===== config.mk =====
export PLATFORM = sky130hd
export DESIGN_NAME = uart_tx_flat
export DESIGN_NICKNAME = d
export VERILOG_FILES = /design/src/rtl/uart_pkg.sv /design/src/rtl/uart_tx_if.sv /design/src/rtl/uart_tx.sv /design/src/flat_wrapper.sv
export SDC_FILE = /design/constraint.sdc
export NUM_CORES = 1
export LEC_CHECK = 0
export CAP_MARGIN = 30
export CELL_PAD_IN_SITES_DETAIL_PLACEMENT = 2
export CELL_PAD_IN_SITES_GLOBAL_PLACEMENT = 2
export CORE_MARGIN = 3
export CORE_UTILIZATION = 29
export DETAILED_ROUTE_END_ITERATION = 6
export PLACE_DENSITY = 0.82
export SYNTH_ARGS = -nofsm -noshare
export SYNTH_HDL_FRONTEND = slang
export SYNTH_SLANG_ARGS = --single-unit

===== constraint.sdc =====
create_clock -name clk -period 1.9 [get_ports clk]
set_clock_uncertainty 0.05 [all_clocks]
set_input_delay 0.19 -clock clk [delete_from_list [all_inputs] [get_ports clk]]
set_output_delay 0.19 -clock clk [all_outputs]
set_load 0.02 [all_outputs]

===== src/rtl/uart_pkg.sv =====
// Shared UART definitions: FSM state encoding, oversampling ratio and frame defaults.
// Used by both uart_tx and uart_rx so the two ends agree on timing.
package uart_pkg;

   localparam int OVS         = 16;
   localparam int DEF_DBIT    = 8;
   localparam int DEF_SB_TICK = 16;

   typedef enum logic [2:0] {
      ST_IDLE   = 3'd0,
      ST_START  = 3'd1,
      ST_DATA   = 3'd2,
      ST_PARITY = 3'd3,
      ST_STOP   = 3'd4
   } uart_state_e;

endpackage


===== src/rtl/uart_tx_if.sv =====
// Host-side port bundle of the UART transmitter plus the serial line and a state view.
interface uart_tx_if;
   import uart_pkg::*;

   // Request/acknowledge: tx_start acts as valid; it is taken only while tx_busy=0
   // (transmitter idle), tx_din is captured on that same edge, and tx_busy=1 from then
   // on serves as the acknowledge. tx_done pulses once when the frame has left the pin.
   logic        tx_start;
   logic [7:0]  tx_din;
   logic        tx;
   logic        tx_busy;
   logic        tx_done;
   uart_state_e state_dbg;

   modport master (
      output tx_start, tx_din,
      input  tx, tx_busy, tx_done, state_dbg
   );

   modport slave (
      input  tx_start, tx_din,
      output tx, tx_busy, tx_done, state_dbg
   );

endinterface


===== src/rtl/uart_tx.sv =====
// 8N1/8N2 UART transmitter timed by a shared 16x oversampling tick.
// Define UART_TX_PARITY_EN to insert a parity bit (even, or odd with PARITY_ODD=1).
module uart_tx
   import uart_pkg::*;
#(
   parameter int DBIT       = DEF_DBIT,
   parameter int SB_TICK    = DEF_SB_TICK,
   parameter int PARITY_ODD = 0
) (
   input  logic     clk,
   input  logic     rst,
   input  logic     stick,
   uart_tx_if.slave bus
);

   localparam logic [4:0] OVS_LAST  = 5'(OVS - 1);
   localparam logic [4:0] STOP_LAST = 5'(SB_TICK - 1);
   localparam logic [2:0] BIT_LAST  = 3'(DBIT - 1);

   if (PARITY_ODD != 0 && PARITY_ODD != 1) begin : g_bad_parity_odd
      $error("uart_tx: PARITY_ODD must be 0 or 1");
   end
   if (SB_TICK != 16 && SB_TICK != 32) begin : g_bad_sb_tick
      $error("uart_tx: SB_TICK must be 16 or 32");
   end

   uart_state_e state_q, state_d;
   logic [4:0]  s_q, s_d;
   logic [2:0]  n_q, n_d;
   logic [7:0]  b_q, b_d;
   logic        tx_q, tx_d;
   logic        busy_q, busy_d;
   logic        done_q, done_d;
`ifdef UART_TX_PARITY_EN
   localparam logic PAR_INV = (PARITY_ODD != 0);
   logic        par_q, par_d;
`endif

   always_ff @(posedge clk or negedge rst) begin
      if (!rst) begin
         state_q <= ST_IDLE;
         s_q     <= '0;
         n_q     <= '0;
         b_q     <= '0;
         tx_q    <= 1'b1;
         busy_q  <= 1'b0;
         done_q  <= 1'b0;
`ifdef UART_TX_PARITY_EN
         par_q   <= 1'b0;
`endif
      end else begin
         state_q <= state_d;
         s_q     <= s_d;
         n_q     <= n_d;
         b_q     <= b_d;
         tx_q    <= tx_d;
         busy_q  <= busy_d;
         done_q  <= done_d;
`ifdef UART_TX_PARITY_EN
         par_q   <= par_d;
`endif
      end
   end

   always_comb begin
      state_d = state_q;
      s_d     = s_q;
      n_d     = n_q;
      b_d     = b_q;
      busy_d  = busy_q;
      done_d  = 1'b0;
`ifdef UART_TX_PARITY_EN
      par_d   = par_q;
`endif
      case (state_q)
         ST_IDLE: begin
            if (bus.tx_start) begin
               b_d     = bus.tx_din;
               s_d     = '0;
               busy_d  = 1'b1;
               state_d = ST_START;
`ifdef UART_TX_PARITY_EN
               // Parity is taken from the byte now; the shifter is empty by the time it is sent.
               par_d   = (^bus.tx_din) ^ PAR_INV;
`endif
            end
         end
         ST_START: begin
            if (stick) begin
               if (s_q == OVS_LAST) begin
                  s_d     = '0;
                  n_d     = '0;
                  state_d = ST_DATA;
               end else begin
                  s_d = s_q + 5'd1;
               end
            end
         end
         ST_DATA: begin
            if (stick) begin
               if (s_q == OVS_LAST) begin
                  s_d = '0;
                  b_d = b_q >> 1;
                  if (n_q == BIT_LAST) begin
`ifdef UART_TX_PARITY_EN
                     state_d = ST_PARITY;
`else
                     state_d = ST_STOP;
`endif
                  end else begin
                     n_d = n_q + 3'd1;
                  end
               end else begin
                  s_d = s_q + 5'd1;
               end
            end
         end
`ifdef UART_TX_PARITY_EN
         ST_PARITY: begin
            if (stick) begin
               if (s_q == OVS_LAST) begin
                  s_d     = '0;
                  state_d = ST_STOP;
               end else begin
                  s_d = s_q + 5'd1;
               end
            end
         end
`endif
         ST_STOP: begin
            if (stick) begin
               if (s_q == STOP_LAST) begin
                  s_d     = '0;
                  done_d  = 1'b1;
                  busy_d  = 1'b0;
                  state_d = ST_IDLE;
               end else begin
                  s_d = s_q + 5'd1;
               end
            end
         end
         default: state_d = ST_IDLE;
      endcase

      // The line level is registered, so it is derived from where the FSM is heading.
      case (state_d)
         ST_START:  tx_d = 1'b0;
         ST_DATA:   tx_d = b_d[0];
`ifdef UART_TX_PARITY_EN
         ST_PARITY: tx_d = par_d;
`endif
         default:   tx_d = 1'b1;
      endcase
   end

   assign bus.tx        = tx_q;
   assign bus.tx_busy   = busy_q;
   assign bus.tx_done   = done_q;
   assign bus.state_dbg = state_q;

endmodule


===== src/flat_wrapper.sv =====
// flat-port wrapper written by rule: the top's interface ports become plain ports
module uart_tx_flat import uart_pkg::*;
#(
   parameter int DBIT       = DEF_DBIT,
   parameter int SB_TICK    = DEF_SB_TICK,
   parameter int PARITY_ODD = 0
)
  (clk, rst, stick, bus_tx_start, bus_tx_din, bus_tx, bus_tx_busy, bus_tx_done, bus_state_dbg);
  uart_tx_if bus_i ();
  input  logic clk;
  input  logic rst;
  input  logic stick;
  input wire logic [$bits(bus_i.tx_start)-1:0] bus_tx_start;
  input wire logic [$bits(bus_i.tx_din)-1:0] bus_tx_din;
  output wire logic [$bits(bus_i.tx)-1:0] bus_tx;
  output wire logic [$bits(bus_i.tx_busy)-1:0] bus_tx_busy;
  output wire logic [$bits(bus_i.tx_done)-1:0] bus_tx_done;
  output wire logic [$bits(bus_i.state_dbg)-1:0] bus_state_dbg;
  assign bus_i.tx_start = bus_tx_start;
  assign bus_i.tx_din = bus_tx_din;
  assign bus_tx = bus_i.tx;
  assign bus_tx_busy = bus_i.tx_busy;
  assign bus_tx_done = bus_i.tx_done;
  assign bus_state_dbg = bus_i.state_dbg;
  uart_tx #(.DBIT(DBIT), .SB_TICK(SB_TICK), .PARITY_ODD(PARITY_ODD)) u_core (.clk(clk), .rst(rst), .stick(stick), .bus(bus_i));
endmodule

==> metrics.md, run 1 <==
| Metric | Value |
|---|---|
| Utilization after layout | `between 40% and 50%` |
| Largest family of logic cells by synthesized area | `simple AND/OR/NAND/NOR gates` |
| Routed length per instance | `17.64 um` |
| Power density over the cells | `1120 nW/um^2` |
| Total number of vias | `around 940` |
| VDD IR max | `around 0.45 mV` |
| Avg Inst Size Synth | `10.13 um^2` |
| Clock Tree Buf Depth | `2` |
| Die Y | `between 60 and 70 um` |
| Place WS | `-0.004608 ns` |
| Vias per Instance | `between 5 and 6` |
| Max Cap Viol | `0` |
| Max Freq | `540.7 MHz` |
| Fillers | `400` |
| Final setup fails | `0` |
| Syn Inst Count | `110` |
| Routed wire length | `between 3000 and 4000 um` |
| Routed Antenna Nets | `0` |
| DRC violations left | `0` |
| Synth top area share | `between 40% and 50%` |
| Area contributors post-synth | `dfrtp_1 (47%), nand2_1 (6.7%), a22oi_1 (4.0%), ha_1 (3.4%), a21oi_1 (3.1%)` |
| Simple-Gate Fraction of Synth Area | `20.31%` |
| Synth async-reset ratio | `100.0%` |
| First-pass GRT wire length | `~5200 um` |
| Num CTS Buffers | `3` |
| Final hold violations | `0` |
| Synth Area in Compound Gates | `about a fifth` |
| Multi-input logic area | `518.0 um^2` |
| Mux cell area share after synthesis | `2.245%` |
| Mapped Area | `between 1000 and 1500 um^2` |
| GRT overflow | `0` |
| Dpl cell area | `1375 um^2` |
| Critical Path RT | `1.66 ns` |
| Starting density of the core | `31.66%` |
| Crit path cell chain | `buf_4, clkdlybuf4s50_1` |
| Final net count | `150` |
| M1 GR Usage | `19.59%` |
| Final worst slack | `0.05058 ns` |
| Leak pwr | `0.6559 nW` |
| IO Pins | `18` |
| Design area | `roughly 1500 um^2` |
| Vias in the first global route | `~1100` |
| FP Rows | `21` |
| Antenna Cells | `0` |
| Buf/Inv on CP | `2` |
| Area leader, netlist | `dfrtp_1` |
| H-tree levels | `1` |
| # hold bufs at CTS | `0` |
| Net Count, Synth | `around 130` |
| Tot GR Track Use | `~16%` |
| Min Clock Period, post-route | `~1.8 ns` |
| CP top delay family | `buffers and inverters` |
| Ys flop type | `dfrtp_1` |
| Post-Synth XOR/XNOR Area | `less than 1%` |
| Post-CTS setup buffers | `0` |
| Clk sinks | `22` |
| Layout cells sized above 1 | `roughly a fifth` |
| Crit Path Class | `register to output pin` |
| Max incr delay on CP | `0.61 ns` |
| GR Util met3 | `~2.6%` |
| Initial DRC Count | `27` |
| Slew Limit Fails | `0` |
| FF+latch area | `roughly 550 um^2` |
| RePlAce Congestion | `0.7475` |
| Fin crit share | `97.34%` |
| Worst EP arrival | `roughly 1.6 ns` |
| Clk Latency, worst-skew pair | `between 0.2 and 0.3 ns` |
| First-pass DRT Iterations | `4` |
| CTS Root Cell | `clkbuf_8` |
| Number of enable flip-flop cells after synthesis | `0` |
| Synth unique cells | `38` |
| Port bufs | `17` |
| Initial antenna violation count | `0` |
| CTS tree | `done` |
| Outcome | `completed` |
| Clk slew on worst S/H paths | `about 0.090 ns` |
| Max transition margin | `73.66%` |
| Post-Synth Adder-Cell Area | `approximately 3.4%` |
| Worst Setup Start Kind | `register` |
| Largest net degree at the start of global routing | `23` |
| CP endpoint kind | `output pin` |
| Slowest CP cell | `clkdlybuf4s50_1` |
| Die Area | `between 4000 and 5000 um^2` |
| Core Area | `between 3000 and 4000 um^2` |
| Total Neg Setup Slack | `0 ns` |
| Most Crowded Layer GR | `met2` |
| Dpl hpwl | `~2400 um` |
| RSZ-0062 raised after global routing | `false` |
| Worst-Margin Slew | `roughly 0.39 ns` |
| Crit Path Max Fanout | `7` |
| Post-synthesis register bit count | `22` |
| Min-Delay Path Class | `primary input to asynchronous set/reset pin` |
| Syn-to-layout area delta | `30.64%` |
| Final Total Pwr | `1.631 mW` |
| Register area share after synthesis | `about half` |
| Yosys warning count | `0` |
| Die width | `slightly below 70 um` |
| Met2 usage | `a little over a quarter` |
timing repair:
| item | in CTS | in global routing |
|---|---|---|
| pin swaps | 0 | 0 |
| hold endpoints to repair | 0 | 0 |
| resized for setup | 1 | 3 |
| setup endpoints to repair | 3 | 6 |
layout make-up:
type / instances / share of cell area (%)
timing repair buffer: 26 / 16.32
clock buffer: 3 / 2.835
inverter: 5 / 1.289
sequential: 22 / 37.97
tap: 46 / 3.952
clock inverter: 1 / 2.062
multi-input combinational: 77 / 35.57
power by group:
| group | internal [mW] | switching [mW] |
|---|---|---|
| clock network | 0.282 | 0.166 |
| logic | 0.215 | 0.242 |
| registers | 0.607 | 0.119 |
metrics by stage:
stage | instances | hold slack [ns]
floorplan | 110 | -0.1556
global placement | 176 | 0.4105
detailed placement | 176 | 0.4204
CTS | 180 | 0.2223
global route | 180 | 0.2342
finish | 180 | 0.2133
Yosys cell counts, types with 2 or more instances:
cell type / n
a21oi_1: 7
nor2_1: 4
a21boi_0: 2
o211ai_1: 2
buf_2: 3
dfrtp_1: 21
o21ai_0: 5
nand3_1: 5
nand2_1: 20
inv_1: 5
ha_1: 3
a22oi_1: 6
a22o_1: 2
worst reg2reg max path: stages, from the launching register on:
cell     delay [ns]
dfrtp_1        0.41
ha_1           0.23
ha_2           0.21
nor3b_2        0.16
a21oi_1        0.07
or3_4          0.34
mux2_4         0.26
path summary, 6_finish.rpt:
path | startpoint | to | slack (ns) | cells past startpoint
setup / recovery | u_core.bus.state_dbg[2]$_DFF_PN0_ | bus_state_dbg[2] | 0.05 | 2
hold / removal | rst | u_core.n_q[2]$_DFFE_PN0P_ | 0.21 | 2
setup reg to reg | u_core.n_q[0]$_DFFE_PN0P_ | u_core.n_q[0]$_DFFE_PN0P_ | 0.07 | 6
hold reg to reg | u_core.b_q[6]$_DFFE_PN0P_ | u_core.b_q[6]$_DFFE_PN0P_ | 0.45 | 2
max in group asynchronous | rst | u_core.bus.tx$_DFF_PN1_ | 1.31 | 2
min in group clk | bus_tx_din[7] | u_core.b_q[7]$_DFFE_PN0P_ | 0.42 | 3
state kept, by name (all words and copies together) (netlist names):
| name | cells |
|---|---|
| u_core.bus.tx | 1 |
| u_core.n_q | 3 |
| u_core.bus.state_dbg | 3 |
| u_core.s_q | 5 |
| u_core.bus.tx_done | 1 |
| u_core.bus.tx_busy | 1 |
| u_core.b_q | 8 |
routing by layer:
layer / part of all wire [%] / vias up
met5: 0 / -
met4: 2.0 / 0
met3: 3.9 / 5
met2: 50 / 17
met1: 44 / 478
li1: - / 439
cells in the final DEF (no fill, tap or decap), drive strengths merged, types with 2 or more instances in the layout:
master / count
inv: 5
o21ai: 5
a22oi: 6
a21boi: 2
clkdlybuf4s50: 17
nand3: 5
o211ai: 2
a22o: 3
nor4b: 2
dfrtp: 21
nor2: 4
clkbuf: 3
a21oi: 7
buf: 9
or3: 2
and2: 2
ha: 3
nand2: 21
cell families (layout without fill, tap and decap cells):
| group | count (synthesis) | count (layout) |
|---|---|---|
| xor gates and xnor gates | 1 | 1 |
| buffers and inverters | 11 | 35 |
| and+or+nand+nor | 41 | 41 |
| AOI/OAI and AO/OA | 30 | 30 |
| adders and majority gates | 3 | 3 |
| muxes | 2 | 2 |
| DFF | 22 | 22 |
No activity file was read; power rests on OpenSTA's default activity.
==> run 2, diff against run 1 <==
Settings changed: CORE_MARGIN 3 to 2.
==> metrics.md, run 2 (same netlist as run 1, synthesis figures left out) <==
| Metric | Value |
|---|---|
| Biggest register | `u_core.b_q` |
| CTS Root Cell | `clkbuf_8` |
| Initial antenna violation count | `0` |
| CP endpoint kind | `register` |
| Max Cap Viol | `0` |
| Final setup fails | `0` |
| Met3 routed WL | `approximately 85 um` |
| Antenna Cells | `0` |
| Slowest CP cell | `dfrtp_1` |
| Combinational share of power | `between 20% and 30%` |
| Total number of vias | `between 900 and 1000` |
| Place WS | `-0.01930 ns` |
| Final worst slack | `slightly below 0.07 ns` |
| Crit path from | `u_core.n_q[0]$_DFFE_PN0P_` |
| Clk slew on worst S/H paths | `0.09 ns` |
| Port bufs | `17` |
| Max Used Layer | `met4` |
| Num CTS Buffers | `3` |
| Routed length per instance | `between 15 and 20 um` |
| Dpl hpwl | `approximately 2300 um` |
| IO Pins | `18` |
| Initial DRC Count | `37` |
| Final Total Pwr | `between 1.5 and 2 mW` |
| Largest net degree at the start of global routing | `23` |
| Switching Fraction | `~32%` |
| Max FFs per register | `8` |
| Max Freq | `545.8 MHz` |
| Fin crit share | `about 96%` |
| Dpl cell area | `roughly 1400 um^2` |
| Core Area | `roughly 3700 um^2` |
| Net Sw Power | `approximately 0.53 mW` |
| Syn-to-layout area delta | `30.86%` |
| Final net count | `150` |
| Clock Tree Buf Depth | `2` |
| FP Rows | `22` |
| Routed Antenna Nets | `0` |
| Worst R2R Path Depth | `6` |
| Power density over the cells | `approximately 1100 nW/um^2` |
| CP endpoint | `u_core.n_q[0]$_DFFE_PN0P_` |
| Routed wire length | `between 3000 and 4000 um` |
| DRC violations left | `0` |
| CTS tree | `done` |
| Critical Path RT | `around 2 ns` |
| Die Y | `between 60 and 70 um` |
| Leak pwr | `0.6559 nW` |
| Vias per Instance | `slightly above 5` |
| Crit Path Max Fanout | `4` |
| RSZ-0062 raised after global routing | `false` |
| Int Power | `between 1 and 1.5 mW` |
| Die Area | `between 4000 and 5000 um^2` |
| RR Endpoint | `u_core.n_q[0]$_DFFE_PN0P_` |
| Max incr delay on CP | `roughly 0.4 ns` |
| Wire length on met1 | `about 1300 um` |
| Worst EP arrival | `just under 2 ns` |
| Max transition margin | `roughly 68%` |
| GRT overflow | `0` |
| R2r setup slk | `~0.068 ns` |
| Crit path cell chain | `ha_1, ha_2, nor3b_2, a21oi_1, or3_4, mux2_4` |
| VDD IR max | `roughly 0.3 mV` |
| Commonest cells after routing, fill and taps aside | `nand2_1 (20), dfrtp_1 (20), clkdlybuf4s50_1 (17)` |
| # hold bufs at CTS | `0` |
| Final hold slack | `roughly 0.21 ns` |
| Clk sinks | `22` |
| Starting density of the core | `between 30% and 40%` |
| Layout cells sized above 1 | `approximately a fifth` |
| Slew Limit Fails | `0` |
| Clk network pwr share | `a little over a quarter` |
| Final hold violations | `0` |
| Die width | `66 um` |
| First-pass DRT Iterations | `4` |
| Crit Path Class | `register to register` |
| DR WL met2 | `approximately 1700 um` |
| Worst R2R Start | `u_core.n_q[0]$_DFFE_PN0P_` |
| First-pass GRT wire length | `5306 um` |
| H-tree levels | `1` |
| Outcome | `completed` |
| Design area | `1459 um^2` |
| RePlAce Congestion | `roughly 0.81` |
| Min-Delay Path Class | `primary input to asynchronous set/reset pin` |
| Clk Latency, worst-skew pair | `about 0.27 ns` |
| Tot GR Track Use | `around 16%` |
| Worst Setup Start Kind | `register` |
| Sequential Power Share | `44.8%` |
| Biggest regs | `u_core.b_q (8), u_core.s_q (5)` |
| Worst-Margin Slew | `0.4742 ns` |
| Min Clock Period, post-route | `1.832 ns` |
| Vias in the first global route | `between 1000 and 1500` |
run 2: cell counts in the layout (fill, tap and decap cells not counted):
Identical to the previous run, type by type.
run 2: power by group through the flow:
stage | Combinational [mW] | Sequential (mW) | Clock (mW)
detailed placement | 0.453 | 0.735 | 0
global route | 0.523 | 0.749 | 0.474
global placement | 0.416 | 0.718 | 0
CTS | 0.461 | 0.731 | 0.455
finish | 0.451 | 0.730 | 0.446
floorplan | 0.287 | 0.706 | 0
run 2: what timing repair did:
| item | in CTS | in global routing |
|---|---|---|
| gates resized for setup | 1 | 3 |
| cloned | 0 | 0 |
| endpoints found under the setup margin | 3 | 5 |
| setup buffers | 0 | 1 |
run 2: layer usage:
metal  up-vias  GRT usage [%]
met3         6          2.555
met4         0          6.633
met2        18          28.54
met1       478          18.99
li1        442              -
met5         -              0
run 2: how the worst min path moves through the flow:
stage / end / depth (start not counted) / slack (ns)
floorplan: u_core.b_q[0]$_DFF_PN0_ / 0 / -0.16
global placement: u_core.b_q[2]$_DFFE_PN0P_ / 2 / 0.41
detailed placement: u_core.b_q[4]$_DFFE_PN0P_ / 2 / 0.44
CTS: u_core.s_q[4]$_DFFE_PN0P_ / 2 / 0.23
global route: u_core.s_q[2]$_DFFE_PN0P_ / 2 / 0.24
finish: u_core.s_q[2]$_DFFE_PN0P_ / 2 / 0.21
run 2: critical path: cells and delay by family, from the launching register on:
family | cells | cell delay [ns]
fa+ha+maj | 2 | 0.43
flops | 1 | 0.40
simple gates | 2 | 0.51
mux | 1 | 0.27
compound gates | 1 | 0.05
run 2: stage by stage:
| stage | utilization [%] | setup TNS (ns) | cells |
|---|---|---|---|
| global placement | 37.14 | 0 | 177 |
| detailed placement | 37.14 | -0.01930 | 177 |
| global route | 39.55 | 0 | 182 |
| CTS | 39.21 | 0 | 181 |
| finish | 39.55 | 0 | 182 |
| floorplan | - | 0 | 110 |
run 2: area by class of cell:
cell class | instances | area [um^2]
Fill cell | 410 | 2230
Inverter | 5 | 18.77
Tap cell | 48 | 60.06
Clock inverter | 1 | 30.03
Timing Repair Buffer | 26 | 237.7
Sequential cell | 22 | 553.0
Multi-Input combinational cell | 77 | 518.0
Clock buffer | 3 | 41.29
==> run 3, diff against run 2 <==
Settings changed: PLACE_DENSITY 0.82 to not set, PLACE_DENSITY_LB_ADDON set to 0.1.
==> metrics.md, run 3 (same netlist as run 1, synthesis figures left out) <==
| Metric | Value |
|---|---|
| CP endpoint kind | `register` |
| Fin crit share | `between 90% and 100%` |
| FP Rows | `22` |
| Tot GR Track Use | `about 15%` |
| Crit path cell chain | `ha_1, ha_2, nor3b_2, a21oi_1, or3_4, mux2_4` |
| Multi-input logic area | `between 500 and 600 um^2` |
| Biggest register | `u_core.b_q` |
| CTS Root Cell | `clkbuf_8` |
| GRT overflow | `0` |
| Utilization after layout | `approximately two fifths` |
| Slew Limit Fails | `0` |
| Leak pwr | `approximately 0.67 nW` |
| VDD IR max | `0.4476 mV` |
| Min Clock Period, post-route | `around 1.8 ns` |
| Dpl hpwl | `2219 um` |
| Vias in the first global route | `1012` |
| Max Freq | `between 500 and 600 MHz` |
| H-tree levels | `1` |
| Starting density of the core | `about 30%` |
| CTS tree | `done` |
| Die width | `66 um` |
| Commonest cells after routing, fill and taps aside | `dfrtp_1 (21), nand2_1 (20), clkdlybuf4s50_1 (17)` |
| DRC violations left | `0` |
| Max Cap Viol | `0` |
| Crit Path Max Fanout | `4` |
| Commonest non-fill, non-tap cell in the layout | `dfrtp_1` |
| First-pass DRT Iterations | `4` |
| Biggest regs | `u_core.b_q (8), u_core.s_q (5)` |
| Min-Delay Path Class | `primary input to asynchronous set/reset pin` |
| Routed length per instance | `15.37 um` |
| Max transition margin | `61.90%` |
| Core Area | `around 3700 um^2` |
| Max FFs per register | `8` |
| Syn-to-layout area delta | `31.87%` |
| Clock Tree Buf Depth | `2` |
| Vias per Instance | `about 5.0` |
| Worst EP arrival | `1.93 ns` |
| Power density over the cells | `between 1000 and 1500 nW/um^2` |
| Die Y | `~66 um` |
| FF+latch area | `roughly 550 um^2` |
| First-pass GRT wire length | `between 4000 and 5000 um` |
| Final setup fails | `0` |
| Total Neg Setup Slack | `0 ns` |
| Initial DRC Count | `22` |
| Clk slew on worst S/H paths | `0.08 ns` |
| Max incr delay on CP | `around 0.39 ns` |
| Initial antenna violation count | `0` |
| Antenna Cells | `0` |
| Total number of vias | `between 900 and 1000` |
| Outcome | `completed` |
| Final net count | `154` |
| Final hold violations | `0` |
| Critical Path RT | `roughly 2.0 ns` |
| Die Area | `4356 um^2` |
| Routed wire length | `2858 um` |
| Clk sinks | `22` |
| Port bufs | `17` |
| Largest net degree at the start of global routing | `23` |
| Routed Antenna Nets | `0` |
| Slowest CP cell | `dfrtp_1` |
| Worst Setup Start Kind | `register` |
| Worst-Margin Slew | `0.5635 ns` |
| RePlAce Congestion | `between 0.6 and 0.7` |
| IO Pins | `18` |
| Clk Latency, worst-skew pair | `approximately 0.26 ns` |
| Layout cells sized above 1 | `roughly a fifth` |
| Crit Path Class | `register to register` |
| Num CTS Buffers | `3` |
| Fillers | `about 420` |
-- run 3: layout make-up --
cell class              count  share of cell area (%)
multi-input cells          77                   35.15
inverters                   5                   1.277
well taps                  48                   4.085
clock buffers               4                   3.745
repair buffers             30                   18.21
flip-flops and latches     22                   37.53
-- run 3: per-layer routing --
metal,track usage [%],wire length (um)
met2,26.01,1445
met3,3.237,87
met1,18.12,1274
met5,0,0
met4,6.122,51
-- run 3: final timing paths --
path / startpoint / depth (start not counted) / slack [ns] / end
setup / recovery: u_core.n_q[0]$_DFFE_PN0P_ / 6 / 0.07 / u_core.n_q[0]$_DFFE_PN0P_
hold / removal: rst / 2 / 0.22 / u_core.s_q[0]$_DFFE_PN0P_
setup reg to reg: u_core.n_q[0]$_DFFE_PN0P_ / 6 / 0.07 / u_core.n_q[0]$_DFFE_PN0P_
hold reg to reg: u_core.b_q[0]$_DFF_PN0_ / 2 / 0.44 / u_core.b_q[0]$_DFF_PN0_
max in group asynchronous: rst / 2 / 1.29 / u_core.bus.tx$_DFF_PN1_
min in group clk: u_core.b_q[0]$_DFF_PN0_ / 2 / 0.44 / u_core.b_q[0]$_DFF_PN0_
-- run 3: worst max-delay path: cells and delay by family (launching register included) --
kind            cells  cell delay [ns]
simple gates        2             0.54
mux                 1             0.27
compound gates      1             0.07
flops               1             0.39
fa+ha+maj           2             0.41
-- run 3: what timing repair did --
| item | 4_1_cts | 5_1_grt |
|---|---|---|
| hold buffers | 0 | 0 |
| gates resized for setup | 1 | 1 |
| gates cloned | 0 | 0 |
| endpoints found under the setup margin | 3 | 3 |
| pin swaps | 0 | 1 |
| setup buffers | 0 | 1 |
-- run 3: where the power goes --
part / internal, mW / total (mW) / switching, mW
logic: 0.225 / 0.468 / 0.243
registers: 0.606 / 0.708 / 0.103
clock network: 0.185 / 0.333 / 0.148
total: 1.02 / 1.51 / 0.493
-- run 3: per-stage QoR --
stage	total power [mW]	instance area (um^2)	hold slack, ns	worst slack, ns	std cells
2_1_floorplan	0.9931	1115	-0.1556	0.1420	110
3_3_place_gp	1.166	1400	0.4105	0.1038	181
3_5_place_dp	1.202	1400	0.4217	-0.006713	181
4_1_cts	1.540	1460	0.2344	0.02298	185
5_1_grt	1.642	1470	0.2647	-0.003795	186
6_report	1.509	1470	0.2228	0.07228	186
